--- config.mk ---
export PLATFORM = sky130hd
export DESIGN_NAME = mem_req_ctrl
export DESIGN_NICKNAME = d
export VERILOG_FILES = /design/src/rtl/mem_req_ctrl_pkg.sv /design/src/rtl/mem_req_ctrl_timeout_counter.sv /design/src/rtl/mem_req_ctrl.sv
export SDC_FILE = /design/constraint.sdc
export NUM_CORES = 1
export LEC_CHECK = 0
export ABC_AREA = 1
export CAP_MARGIN = 25
export CORE_UTILIZATION = 44
export DETAILED_ROUTE_END_ITERATION = 12
export PLACE_DENSITY = 0.85
export REMOVE_ABC_BUFFERS = 1
export SYNTH_ARGS = -nofsm -noshare
export SYNTH_HDL_FRONTEND = slang
export SYNTH_SLANG_ARGS = --single-unit
--- constraint.sdc ---
create_clock -name clk_i -period 2.7 [get_ports clk_i]
set_clock_uncertainty 0.1 [all_clocks]
set_input_delay 0.54 -clock clk_i [delete_from_list [all_inputs] [get_ports clk_i]]
set_output_delay 0.54 -clock clk_i [all_outputs]
set_load 0.1 [all_outputs]
--- src/rtl/mem_req_ctrl_pkg.sv ---
// Shared definitions for the memory request controller: state encoding,
// default timeout and the read data returned when an access times out.
package mem_req_ctrl_pkg;

  typedef enum logic [1:0] {
    IDLE = 2'd0,
    REQ  = 2'd1,
    DONE = 2'd2
  } stateT;

  localparam int DEF_TIMEOUT   = 16;
  localparam int TIMEOUT_RDATA = 0;

  // A request is pending whenever the CPU asserts either access strobe.
  function automatic logic reqActive(input logic rd, input logic wr);
    return rd | wr;
  endfunction

endpackage

--- src/rtl/mem_req_ctrl_timeout_counter.sv ---
// Up-counter that bounds the time spent waiting for a memory acknowledge.
// termCount flags the last permitted REQ cycle (count == TIMEOUT-1).
module mem_req_ctrl_timeout_counter
  import mem_req_ctrl_pkg::*;
#(
  parameter int TIMEOUT = DEF_TIMEOUT,
  parameter int CNT_W   = 5
) (
  input  logic clk_i,
  input  logic rst_i,
  input  logic clear,
  input  logic enable,
  output logic termCount
);

  logic [CNT_W-1:0] count;

  // Count REQ cycles; cleared on entry so each access gets a full budget.
  always_ff @(posedge clk_i or negedge rst_i) begin
    if (!rst_i) begin
      count <= '0;
    end else if (clear) begin
      count <= '0;
    end else if (enable) begin
      count <= count + 1'b1;
    end
  end

  assign termCount = (count == CNT_W'(TIMEOUT - 1));

endmodule

--- src/rtl/mem_req_ctrl.sv ---
// Initiator-side memory request controller between the MEM stage and a
// multi-cycle data memory. Holds one request stable until ack or timeout,
// stalls the pipeline meanwhile, returns load data and flags timeouts.
//
// state | meaning
// IDLE  | waiting for cpu_read_i/cpu_write_i; stall follows the request
// REQ   | request presented to memory, waiting for mem_ack_i or timeout
// DONE  | one-cycle release; pipeline advances, read data valid
module mem_req_ctrl
  import mem_req_ctrl_pkg::*;
#(
  parameter int ADDR_W  = 32,
  parameter int DATA_W  = 32,
  parameter int TIMEOUT = DEF_TIMEOUT,
  parameter int CNT_W   = 5
) (
  input  logic              clk_i,
  input  logic              rst_i,
  input  logic              cpu_read_i,
  input  logic              cpu_write_i,
  input  logic [ADDR_W-1:0] cpu_addr_i,
  input  logic [DATA_W-1:0] cpu_wdata_i,
  output logic [DATA_W-1:0] cpu_rdata_o,
  output logic              cpu_stall_o,
  output logic              mem_enable_o,
  output logic              mem_write_o,
  output logic [ADDR_W-1:0] mem_addr_o,
  output logic [DATA_W-1:0] mem_wdata_o,
  input  logic [DATA_W-1:0] mem_rdata_i,
  input  logic              mem_ack_i,
  output logic              err_o
);

  stateT             state;
  logic [ADDR_W-1:0] addrQ;
  logic [DATA_W-1:0] wdataQ;
  logic              writeQ;
  logic [DATA_W-1:0] rdataQ;
  logic              errQ;
  logic              req;
  logic              startReq;
  logic              timeoutHit;

  assign req      = reqActive(cpu_read_i, cpu_write_i);
  assign startReq = (state == IDLE) && req;

  mem_req_ctrl_timeout_counter #(
    .TIMEOUT (TIMEOUT),
    .CNT_W   (CNT_W)
  ) uTimeout (
    .clk_i     (clk_i),
    .rst_i     (rst_i),
    .clear     (startReq),
    .enable    (state == REQ),
    .termCount (timeoutHit)
  );

  // Request sequencing: latch on acceptance, complete on ack or timeout.
  always_ff @(posedge clk_i or negedge rst_i) begin
    if (!rst_i) begin
      state  <= IDLE;
      addrQ  <= '0;
      wdataQ <= '0;
      writeQ <= 1'b0;
      rdataQ <= '0;
      errQ   <= 1'b0;
    end else begin
      case (state)
        IDLE: begin
          if (req) begin
            addrQ  <= cpu_addr_i;
            wdataQ <= cpu_wdata_i;
            writeQ <= cpu_write_i;
            state  <= REQ;
          end
        end
        REQ: begin
          // Ack beats a coincident timeout; stores keep the old read data.
          if (mem_ack_i) begin
            if (!writeQ) begin
              rdataQ <= mem_rdata_i;
            end
            state <= DONE;
          end else if (timeoutHit) begin
            errQ   <= 1'b1;
            rdataQ <= DATA_W'(TIMEOUT_RDATA);
            state  <= DONE;
          end
        end
        DONE: begin
          state <= IDLE;
        end
        default: begin
          state <= IDLE;
        end
      endcase
    end
  end

  // Stall is gated by reset so the pipeline is released the moment reset asserts.
  assign cpu_stall_o  = rst_i & (startReq | (state == REQ));
  assign mem_enable_o = (state == REQ);
  assign mem_write_o  = writeQ;
  assign mem_addr_o   = addrQ;
  assign mem_wdata_o  = wdataQ;
  assign cpu_rdata_o  = rdataQ;
  assign err_o        = errQ;

endmodule

==> metrics.md, run 1 <==
| Metric | Value |
|---|---|
| Status | completed |
| Number of max-cap violations | 0 |
| Routability cong. | a little under 0.8 |
| Vias | 3715 |
| DIE WIDTH | 99.5 um |
| Area leader, netlist | dfrtp_1 |
| Final hold vios | 0 |
| Post-synthesis to final-layout area growth | 49.7% |
| Worst path bufs/invs | 2 |
| Total CTS buffers | 9 |
| Unrepaired setup endpoints after global routing | no |
| # rows | 35 |
| # clock sinks | between 100 and 150 |
| Critical Path RT | between 2 and 2.5 ns |
| Top delay family on crit path | flip-flops |
| Layout cells sized above 1 | ~20% |
| Number of setup violations in the final report | 0 |
| # fillers | 730 |
| Initial antenna violation count | 0 |
| Cts repair resizes | 0 |
| Hold Buf Count CTS | 0 |
| Average size of a mapped cell | roughly 9 sq um |
| Seq/Total Area, Yosys | 62.8% |
| Max incr delay on CP | about 0.42 ns |
| Height of the die | 99.5 um |
| Final Max Slew Viols | 0 |
| DRC | 0 |
| WL/cell | 13.0 um |
| YS warnings | 0 |
| # Post-CTS Setup Buffers | 0 |
| Post-Syn Instances | around 460 |
| Worst-path maximum fanout | 12 |
| Port Buffers | 200 |
| Number of global-route vias before repair | 3529 |
| Setup tns final | 0 ns |
| Cell Chain, Critical Path | inv_2 -> nand2_1 -> a21boi_0 -> buf_12 |
| Vias per cell | 4.70 |
| Clock Latency Late Sink | 0.35 ns |
| Classification of the worst setup path | reg2out |
| Largest net degree at the start of global routing | about 140 |
| Design Area, Final | around 6300 sq um |
| First-pass detailed-route iteration total | 4 |
| Iteration-0 DRC Markers | 126 |
| Maximum root-to-sink buffer count | 2 |
| Period Utilization, post-route | between 80 and 90% |
| GRT overflow | 0 |
| Endpoint type of the worst setup path | output port |
| HPWL after detailed placement | 7460 um |
| Yosys cell types | 19 |
| CP Data Arrival Time | 1.73 ns |
| Synth Cell Area | ~4200 sq um |
| Global-route wire length before repair | ~17000 um |
| IO Pins | about 200 |
| Total track usage | 21.2% |
| Worst reg2reg path depth | 10 |
| Top post-synthesis cells by area | dfrtp_1 63%, nand2_1 13%, o21ai_0 7.3% |
| Initial Utilization | a little under half |
| Yosys reg bits | between 100 and 150 |
| Relative slew slack | between 40% and 50% |
| Worst hold path type | in2async |
| Root Driver | clkbuf_8 |
| TritonCTS clock tree | yes |
| Worst R2R Start | uTimeout.count[0] |
| Reg2reg end | cpu_rdata_o[1] |
| Placed inst area | about 6100 sq um |
| Max Freq | ~420 MHz |
| Detailed Route WL | ~10000 um |
| Core Region | 9240 sq um |
| H-tree depth | 3 |
| CP startpoint kind | flip-flop |
| ANT nets after route | 0 |
| # diodes | 0 |
| FF-to-FF setup slack | 0.73 ns |
| Clock-pin slew on the worst setup and hold paths | 0.10 ns |
| Slowest-stage cell, CP | dfrtp_1 |
| Die ar. | between 9000 and 10000 sq um |
| Minimum clock period | ~2.4 ns |
| Top-area cell type share of the netlist area | a little over three fifths |
| Nets@finish | ~760 |
| Tightest Pin Transition | 0.838 ns |
## placed cells by master (no fill, tap or decap), drive strengths merged, types with 2 or more instances in the layout
cell	instances
inv	74
clkinvlp	2
ha	2
nand3	42
clkbuf	10
clkdlybuf4s50	99
dfrtp	105
buf	107
or2	3
o21ai	66
nor2	4
nand2	142
## worst max path at each step
| stage | startpoint | endpoint | slack, ns | depth (start not counted) |
|---|---|---|---|---|
| finish | state[1] | cpu_stall_o | 0.33 | 4 |
| global route | state[1] | cpu_stall_o | 0.23 | 4 |
| CTS | state[1] | cpu_stall_o | 0.30 | 4 |
| detailed placement | cpu_write_i | cpu_stall_o | 0.35 | 4 |
| global placement | mem_ack_i | cpu_rdata_o[7] | 0.31 | 6 |
| floorplan | cpu_write_i | cpu_stall_o | -3.14 | 2 |
## cells in the mapped netlist (all sizes together)
cell type  count
a21boi         1
a21oi          1
buf           15
clkbuf        10
dfrtp        105
ha             2
inv           71
nand2        142
nand3         42
nand4          1
nor2           4
o21ai         66
o21bai         1
or2            3
## worst reg2reg max path: stages (launching register included)
cell and delay (ns):
dfrtp_1 0.44, ha_1 0.23, nand2_1 0.09, nor2_1 0.05
ha_1 0.18, inv_1 0.07, nand2_1 0.09, nand3_1 0.10
buf_4 0.31, nand2_1 0.14, nand2_1 0.11
## metal layers
metal | vias up | track usage (%) | part of all wire, %
li1 | 1811 | - | -
met1 | 1707 | 26.8 | 42
met2 | 180 | 35.4 | 48
met3 | 17 | 5.83 | 8.2
met4 | 0 | 7.35 | 1.7
met5 | - | 0 | 0
## layout make-up
cell class / count / area (sq um) / area share [%]
flip-flops and latches: 105 / 2630 / 41.9
repair buffers: 206 / 1830 / 29.2
multi-input cells: 263 / 1170 / 18.8
inverters: 71 / 267 / 4.25
well taps: 129 / 161 / 2.58
clock buffers: 10 / 138 / 2.20
clock inverters: 6 / 71.3 / 1.14
## stage by stage
step                      hold slack, ns  utilization [%]  setup WS, ns  instances
after floorplan                    0.144                -         -3.14        439
after global placement             0.365             65.4         0.305        773
after detailed placement           0.369             65.6         0.345        774
after CTS                          0.140             67.8         0.300        790
after global routing               0.158             67.8         0.230        790
final                              0.135             67.8         0.327        790
## registers in the layout, indices dropped and copies added (netlist names)
name            cells
state               2
mem_addr_o         32
mem_wdata_o        32
cpu_rdata_o        32
err_o               1
mem_write_o         1
uTimeout.count      5
## cells by family (layout without fill, tap and decap cells)
kind of cell / after synthesis / in the layout / synth area share, %
AOI/OAI and AO/OA: 69 / 69 / 8.46
buffers and inverters: 96 / 293 / 9.35
DFF: 105 / 105 / 62.8
adders and majority gates: 2 / 2 / 0.598
and+or+nand+nor: 192 / 192 / 18.8
Power of run 1 is not shown: default switching activity piles up to over one toggle a cycle in this logic, so the estimate is an artifact.
==> inputs of run 2 (changes only) <==
--- a/config.mk
+++ b/config.mk
@@ -6,7 +6,6 @@
 export NUM_CORES = 1
 export LEC_CHECK = 0
 export ABC_AREA = 1
-export CAP_MARGIN = 25
 export CORE_UTILIZATION = 44
 export DETAILED_ROUTE_END_ITERATION = 12
 export PLACE_DENSITY = 0.85
==> run 2 against run 1 <==
- clock-buffer cell count shrank 1
- critical path depth is the same
- core utilization shrank 0.26 points
- routed wire length shrank 0.62%
- maximum frequency is essentially flat
- cell count shrank 0.13%
- non-clock buffer count shrank 1
- register-to-register slack lost 0.30 ns
- first-iteration DRC count shrank 5.6%
- global-route usage shrank 0.32 points
- flip-flop and latch count is the same
- worst hold slack gained 0.0032 ns
- critical path type unchanged
==> metrics.md, run 2 (synthesis results as in run 1) <==
| Metric | Value |
|---|---|
| Worst reg2reg path depth | 5 (was 10) |
| Hold Buf Count CTS | 0 (unchanged) |
| Most frequent cells in the layout | 142 x nand2_1, 105 x dfrtp_1, 104 x buf_4 (unchanged) |
| Routability cong. | 0.769 (unchanged) |
| Layout cells sized above 1 | 19.5% (was 19.7%) |
| GRT overflow | 0 (unchanged) |
| Vias | 3660 (was 3715) |
| Total track usage | 20.9% (was 21.2%) |
| Total CTS buffers | 9 (unchanged) |
| Die ar. | 9910 sq um (unchanged) |
| FF-to-FF setup slack | 0.43 ns (was 0.73 ns) |
| Largest net degree at the start of global routing | 136 (unchanged) |
| Height of the die | 99.5 um (unchanged) |
| Final hold vios | 0 (unchanged) |
| CP startpoint kind | flip-flop (unchanged) |
| Detailed Route WL | 10200 um (was 10300 um) |
| Critical path origin | state[1] (unchanged) |
| Max incr delay on CP | 0.42 ns (about the same) |
| Status | completed (unchanged) |
| ANT nets after route | 0 (unchanged) |
| Reg2reg end | cpu_rdata_o[1] (unchanged) |
| Final Max Slew Viols | 0 (unchanged) |
| TritonCTS clock tree | yes (unchanged) |
| # rows | 35 (unchanged) |
| Clock Latency Late Sink | 0.35 ns (about the same) |
| Worst-path maximum fanout | 12 (unchanged) |
| WL/cell | 12.9 um (was 13.0 um) |
| Minimum clock period | 2.37 ns (about the same) |
| HPWL after detailed placement | 7330 um (was 7460 um) |
| Pre-CTS WS | 0.203 ns (was 0.345 ns) |
| First-pass detailed-route iteration total | 4 (unchanged) |
| # fillers | 730 (unchanged) |
| Max Freq | 422 MHz (was 421 MHz) |
| H-tree depth | 3 (unchanged) |
| Relative slew slack | 21.1% (was 44.1%) |
| Global-route wire length before repair | 16500 um (was 16600 um) |
| WHS | 0.138 ns (was 0.135 ns) |
| Classification of the worst setup path | reg2out (unchanged) |
| Maximum root-to-sink buffer count | 2 (unchanged) |
| Initial Utilization | 45.3% (unchanged) |
| CP Data Arrival Time | 1.73 ns (about the same) |
| Slowest-stage cell, CP | dfrtp_1 (unchanged) |
| Nets@finish | 758 (was 759) |
| Root Driver | clkbuf_8 (unchanged) |
| Vias per cell | 4.64 (was 4.70) |
| # Post-CTS Setup Buffers | 0 (unchanged) |
| Tightest Pin Transition | 1.18 ns (was 0.838 ns) |
| Cell Chain, Critical Path | inv_2 -> nand2_1 -> a21boi_0 -> buf_12 (unchanged) |
| # clock sinks | 105 (unchanged) |
| Setup ws final | 0.329 ns (was 0.327 ns) |
| Final core occ | 67.6% (was 67.8%) |
| Port Buffers | 200 (unchanged) |
| Period Utilization, post-route | 87.8% (was 87.9%) |
| DIE WIDTH | 99.5 um (unchanged) |
| Commonest non-fill, non-tap cell in the layout | nand2_1 (unchanged) |
| Cts repair resizes | 0 (unchanged) |
| Unrepaired setup endpoints after global routing | no (unchanged) |
| IO Pins | 201 (unchanged) |
| Iteration-0 DRC Markers | 119 (was 126) |
| Clock-pin slew on the worst setup and hold paths | 0.10 ns (about the same) |
| Number of setup violations in the final report | 0 (unchanged) |
| Worst R2R Start | state[1] (was uTimeout.count[0]) |
| Core Region | 9240 sq um (unchanged) |
| # diodes | 0 (unchanged) |
| Post-synthesis to final-layout area growth | 49.1% (was 49.7%) |
| Worst hold path type | in2async (unchanged) |
| DRC | 0 (unchanged) |
| Endpoint type of the worst setup path | output port (unchanged) |
| Critical Path RT | 2.06 ns (about the same) |
| Number of max-cap violations | 0 (unchanged) |
| Initial antenna violation count | 0 (unchanged) |
| Number of global-route vias before repair | 3530 (was 3529) |
[run 2: area by class of cell]
| cell class | instances | area (sq um) | area share, % |
|---|---|---|---|
| clock inverter | 7 | 76.3 | 1.22 |
| inverter | 71 | 267 | 4.27 |
| clock buffer | 9 | 124 | 1.98 |
| multi-input combinational | 263 | 1170 | 18.8 |
| sequential | 105 | 2630 | 42.1 |
| tap | 129 | 161 | 2.59 |
| timing repair buffer | 205 | 1810 | 29.0 |
[run 2: worst max-delay path by stage]
stage	end	depth (start not counted)
2_1_floorplan	cpu_stall_o	2
3_3_place_gp	cpu_rdata_o[7]	6
3_5_place_dp	cpu_rdata_o[1]	6
4_1_cts	cpu_stall_o	4
5_1_grt	cpu_stall_o	4
6_report	cpu_stall_o	4
[run 2: stage by stage]
step | cell area [sq um] | TNS, ns | instances
floorplan | 4060 | -43.31 | 439
global placement | 6040 | 0 | 773
detailed placement | 6040 | 0 | 773
CTS | 6240 | 0 | 789
global route | 6240 | 0 | 789
finish | 6240 | 0 | 789
[run 2: layer usage]
metal / vias to the layer above / track usage [%] / share of wire, % / routed length (um)
li1: 1807 / - / - / -
met1: 1667 / 26.4 / 42 / 4230
met2: 170 / 35.0 / 48 / 4940
met3: 16 / 5.97 / 8.6 / 876
met4: 0 / 6.56 / 1.4 / 138
met5: - / 0 / 0 / 0
[run 2: critical path: cells and delay by family (launching register included)]
family	cells	cell delay [ns]
flops	1	0.42
simple gates	1	0.24
buf+inv	2	0.29
compound gates	1	0.42
Power of run 2 is left out for the same reason.
==> inputs of run 3 (changes only) <==
--- a/config.mk
+++ b/config.mk
@@ -5,10 +5,9 @@
 export SDC_FILE = /design/constraint.sdc
 export NUM_CORES = 1
 export LEC_CHECK = 0
-export ABC_AREA = 1
-export CORE_UTILIZATION = 44
+export CORE_UTILIZATION = 43
 export DETAILED_ROUTE_END_ITERATION = 12
-export PLACE_DENSITY = 0.85
+export PLACE_DENSITY = 0.95
 export REMOVE_ABC_BUFFERS = 1
 export SYNTH_ARGS = -nofsm -noshare
 export SYNTH_HDL_FRONTEND = slang
==> run 3 against run 2 <==
- die area decreased by 4.1%
- sequential share of layout area up 1.6 points
- first-iteration DRC count down 59%
- register-to-register slack better by 0.23 ns
- synthesized cell count shrank 47%
- global-route usage is 0.74 points lower
- design area decreased by 3.6%
- cell count shrank 29%
- maximum frequency shrank 1.1%
- flip-flop and latch count unchanged
- routed wire length fell by 9.2%
- highest routed layer unchanged
==> metrics.md, run 3 <==
| Metric | Value |
|---|---|
| Status | completed (unchanged) |
| Final Max Slew Viols | 0 (unchanged) |
| Commonest non-fill, non-tap cell in the layout | dfrtp_1 (was nand2_1) |
| Total track usage | 20.2% (was 20.9%) |
| Height of the die | 97.5 um (was 99.5 um) |
| Initial Utilization | 44.7% (was 45.3%) |
| Maximum root-to-sink buffer count | 2 (unchanged) |
| # rows | 34 (was 35) |
| Area leader, netlist | dfrtp_1 (unchanged) |
| Max Freq | 417 MHz (was 422 MHz) |
| Average size of a mapped cell | 15.9 sq um (was 9.02 sq um) |
| CP startpoint kind | input pin (was flip-flop) |
| Worst hold path type | in2async (unchanged) |
| IO Pins | 201 (unchanged) |
| CP Data Arrival Time | 1.76 ns (was 1.73 ns) |
| Clock Latency Late Sink | 0.34 ns (was 0.35 ns) |
| Classification of the worst setup path | in2out (was reg2out) |
| Routability cong. | 0.733 (was 0.769) |
| Layout cells sized above 1 | 39.4% (was 19.5%) |
| Top FF cell, synth | dfrtp_1 (unchanged) |
| Yosys cell types | 26 (was 19) |
| Grt met1 use | 25.1% (was 26.4%) |
| M3 GR Usage | 4.68% (was 5.97%) |
| Period Utilization, post-route | 88.8% (was 87.8%) |
| Initial antenna violation count | 0 (unchanged) |
| Number of global-route vias before repair | 2933 (was 3530) |
| Seq/Total Area, Yosys | 67.0% (was 62.8%) |
| DRC | 0 (unchanged) |
| Number of setup violations in the final report | 0 (unchanged) |
| Most frequent cells in the layout | 105 x dfrtp_1, 102 x buf_4, 99 x clkdlybuf4s50_1 (was 142 x nand2_1, 105 x dfrtp_1, 104 x buf_4) |
| Number of max-cap violations | 0 (unchanged) |
| Root Driver | clkbuf_8 (unchanged) |
| Setup tns final | 0 ns (unchanged) |
| Commonest cells in the netlist | 105 x dfrtp_1, 56 x mux2_2, 32 x a22o_1, 12 x buf_2, 9 x mux2_1 (was 142 x nand2_1, 105 x dfrtp_1, 70 x inv_1, 61 x o21ai_0, 42 x nand3_1) |
| Number of synthesized flops with an enable pin | 0 (unchanged) |
| WL/cell | 16.5 um (was 12.9 um) |
| Cts repair resizes | 0 (unchanged) |
| Yosys reg bits | 105 (unchanged) |
| DIE WIDTH | 97.5 um (was 99.5 um) |
| Global route hottest layer | met2 (unchanged) |
| Iteration-0 DRC Markers | 49 (was 119) |
| Vias per cell | 4.93 (was 4.64) |
| FFs w/ async S/R, synth | 100% (unchanged) |
| Endpoint type of the worst setup path | output port (unchanged) |
| Minimum clock period | 2.40 ns (was 2.37 ns) |
| Hold Buf Count CTS | 0 (unchanged) |
| Final hold vios | 0 (unchanged) |
| Unrepaired setup endpoints after global routing | no (unchanged) |
| ANT nets after route | 0 (unchanged) |
| GRT overflow | 0 (unchanged) |
| M2 GR Usage | 33.5% (was 35.0%) |
| Core Region | 8760 sq um (was 9240 sq um) |
| Port Buffers | 200 (unchanged) |
| Vias | 2773 (was 3660) |
| Detailed Route WL | 9250 um (was 10200 um) |
| H-tree depth | 3 (unchanged) |
| Tightest Pin Transition | 0.528 ns (was 1.18 ns) |
| Top-area cell type share of the netlist area | 67.0% (was 62.8%) |
| Nets@finish | 552 (was 758) |
| HPWL after detailed placement | 6880 um (was 7330 um) |
| Top post-synthesis cells by area | dfrtp_1 67%, mux2_2 16%, a22o_1 7.2% (was dfrtp_1 63%, nand2_1 13%, o21ai_0 7.3%) |
| Count leader, synth | dfrtp_1 (was nand2_1) |
| Relative slew slack | 64.8% (was 21.1%) |
| Die ar. | 9500 sq um (was 9910 sq um) |
| # clock sinks | 105 (unchanged) |
| Area of the multi-input gates | 1200 sq um (was 1170 sq um) |
| TritonCTS clock tree | yes (unchanged) |
| Global-route wire length before repair | 15000 um (was 16500 um) |
| Largest net degree at the start of global routing | 106 (was 136) |
| Worst-path maximum fanout | 3 (was 12) |
| # Post-CTS Setup Buffers | 0 (unchanged) |
| Clock-pin slew on the worst setup and hold paths | 0.10 ns (about the same) |
| Total CTS buffers | 9 (unchanged) |
| Post-synthesis to final-layout area growth | 53.5% (was 49.1%) |
| Worst reg2reg path depth | 7 (was 5) |
| Post-Syn Instances | 247 (was 464) |
| Critical Path RT | 2.06 ns (about the same) |
| Sequential Area | 2630 sq um (unchanged) |
| # fillers | 615 (was 730) |
| YS warnings | 0 (unchanged) |
| # diodes | 0 (unchanged) |
| Synth Cell Area | 3920 sq um (was 4190 sq um) |
| FF-to-FF setup slack | 0.66 ns (was 0.43 ns) |
| First-pass detailed-route iteration total | 4 (unchanged) |
-- run 3: cell count changes after synthesis, sizes merged, moves of 10 or more --
cell,before,now
mux2,0,65
inv,71,4
o21ai,66,1
a22o,0,32
nand3,42,1
nand2,142,4
clkbuf,10,0
-- run 3: cell families after synthesis --
kind of cell    share of synthesized area, %
simple gates                            1.95
mux                                     18.9
buf+inv                                 2.39
xor+xnor                               0.224
flops                                   67.0
compound gates                          8.81
fa+ha+maj                              0.638
-- run 3: routing by layer --
layer | vias up | share of wire (%)
met5 | - | 0
met4 | 0 | 3.1
met3 | 24 | 7.0
met2 | 145 | 48
met1 | 1309 | 42
li1 | 1295 | -
-- run 3: final timing paths --
check | to | startpoint
worst max-delay path | cpu_stall_o | cpu_write_i
worst min-delay path | mem_wdata_o[26] | rst_i
worst max register to register | cpu_rdata_o[21] | uTimeout.count[0]
worst min register to register | err_o | err_o
max in group asynchronous | cpu_rdata_o[10] | rst_i
min in group clk_i | err_o | err_o
-- run 3: area by class of cell --
class / instances / area share [%]
inverter: 4 / 0.250
clock inverter: 4 / 0.874
sequential: 105 / 43.7
timing repair buffer: 205 / 30.5
clock buffer: 12 / 2.41
multi-input combinational: 124 / 20.0
tap: 108 / 2.25
-- run 3: metrics by stage --
stage	cells	util, %	instance area [sq um]	hold slack, ns	setup WS [ns]
after detailed placement	546	66.4	5820	0.378	0.305
after floorplan	233	-	3840	0.144	-1.17
after CTS	562	68.6	6020	0.177	0.304
after global routing	562	68.6	6020	0.194	0.248
after global placement	546	66.4	5820	0.369	0.372
final	562	68.6	6020	0.177	0.303
-- run 3: worst max-delay path: stages --
cell and delay, ns:
clkdlybuf4s50_1 0.42, nor2_1 0.27, a21oi_1 0.15, and2_1 0.20, buf_12 0.17
Power of run 3 is left out for the same reason.
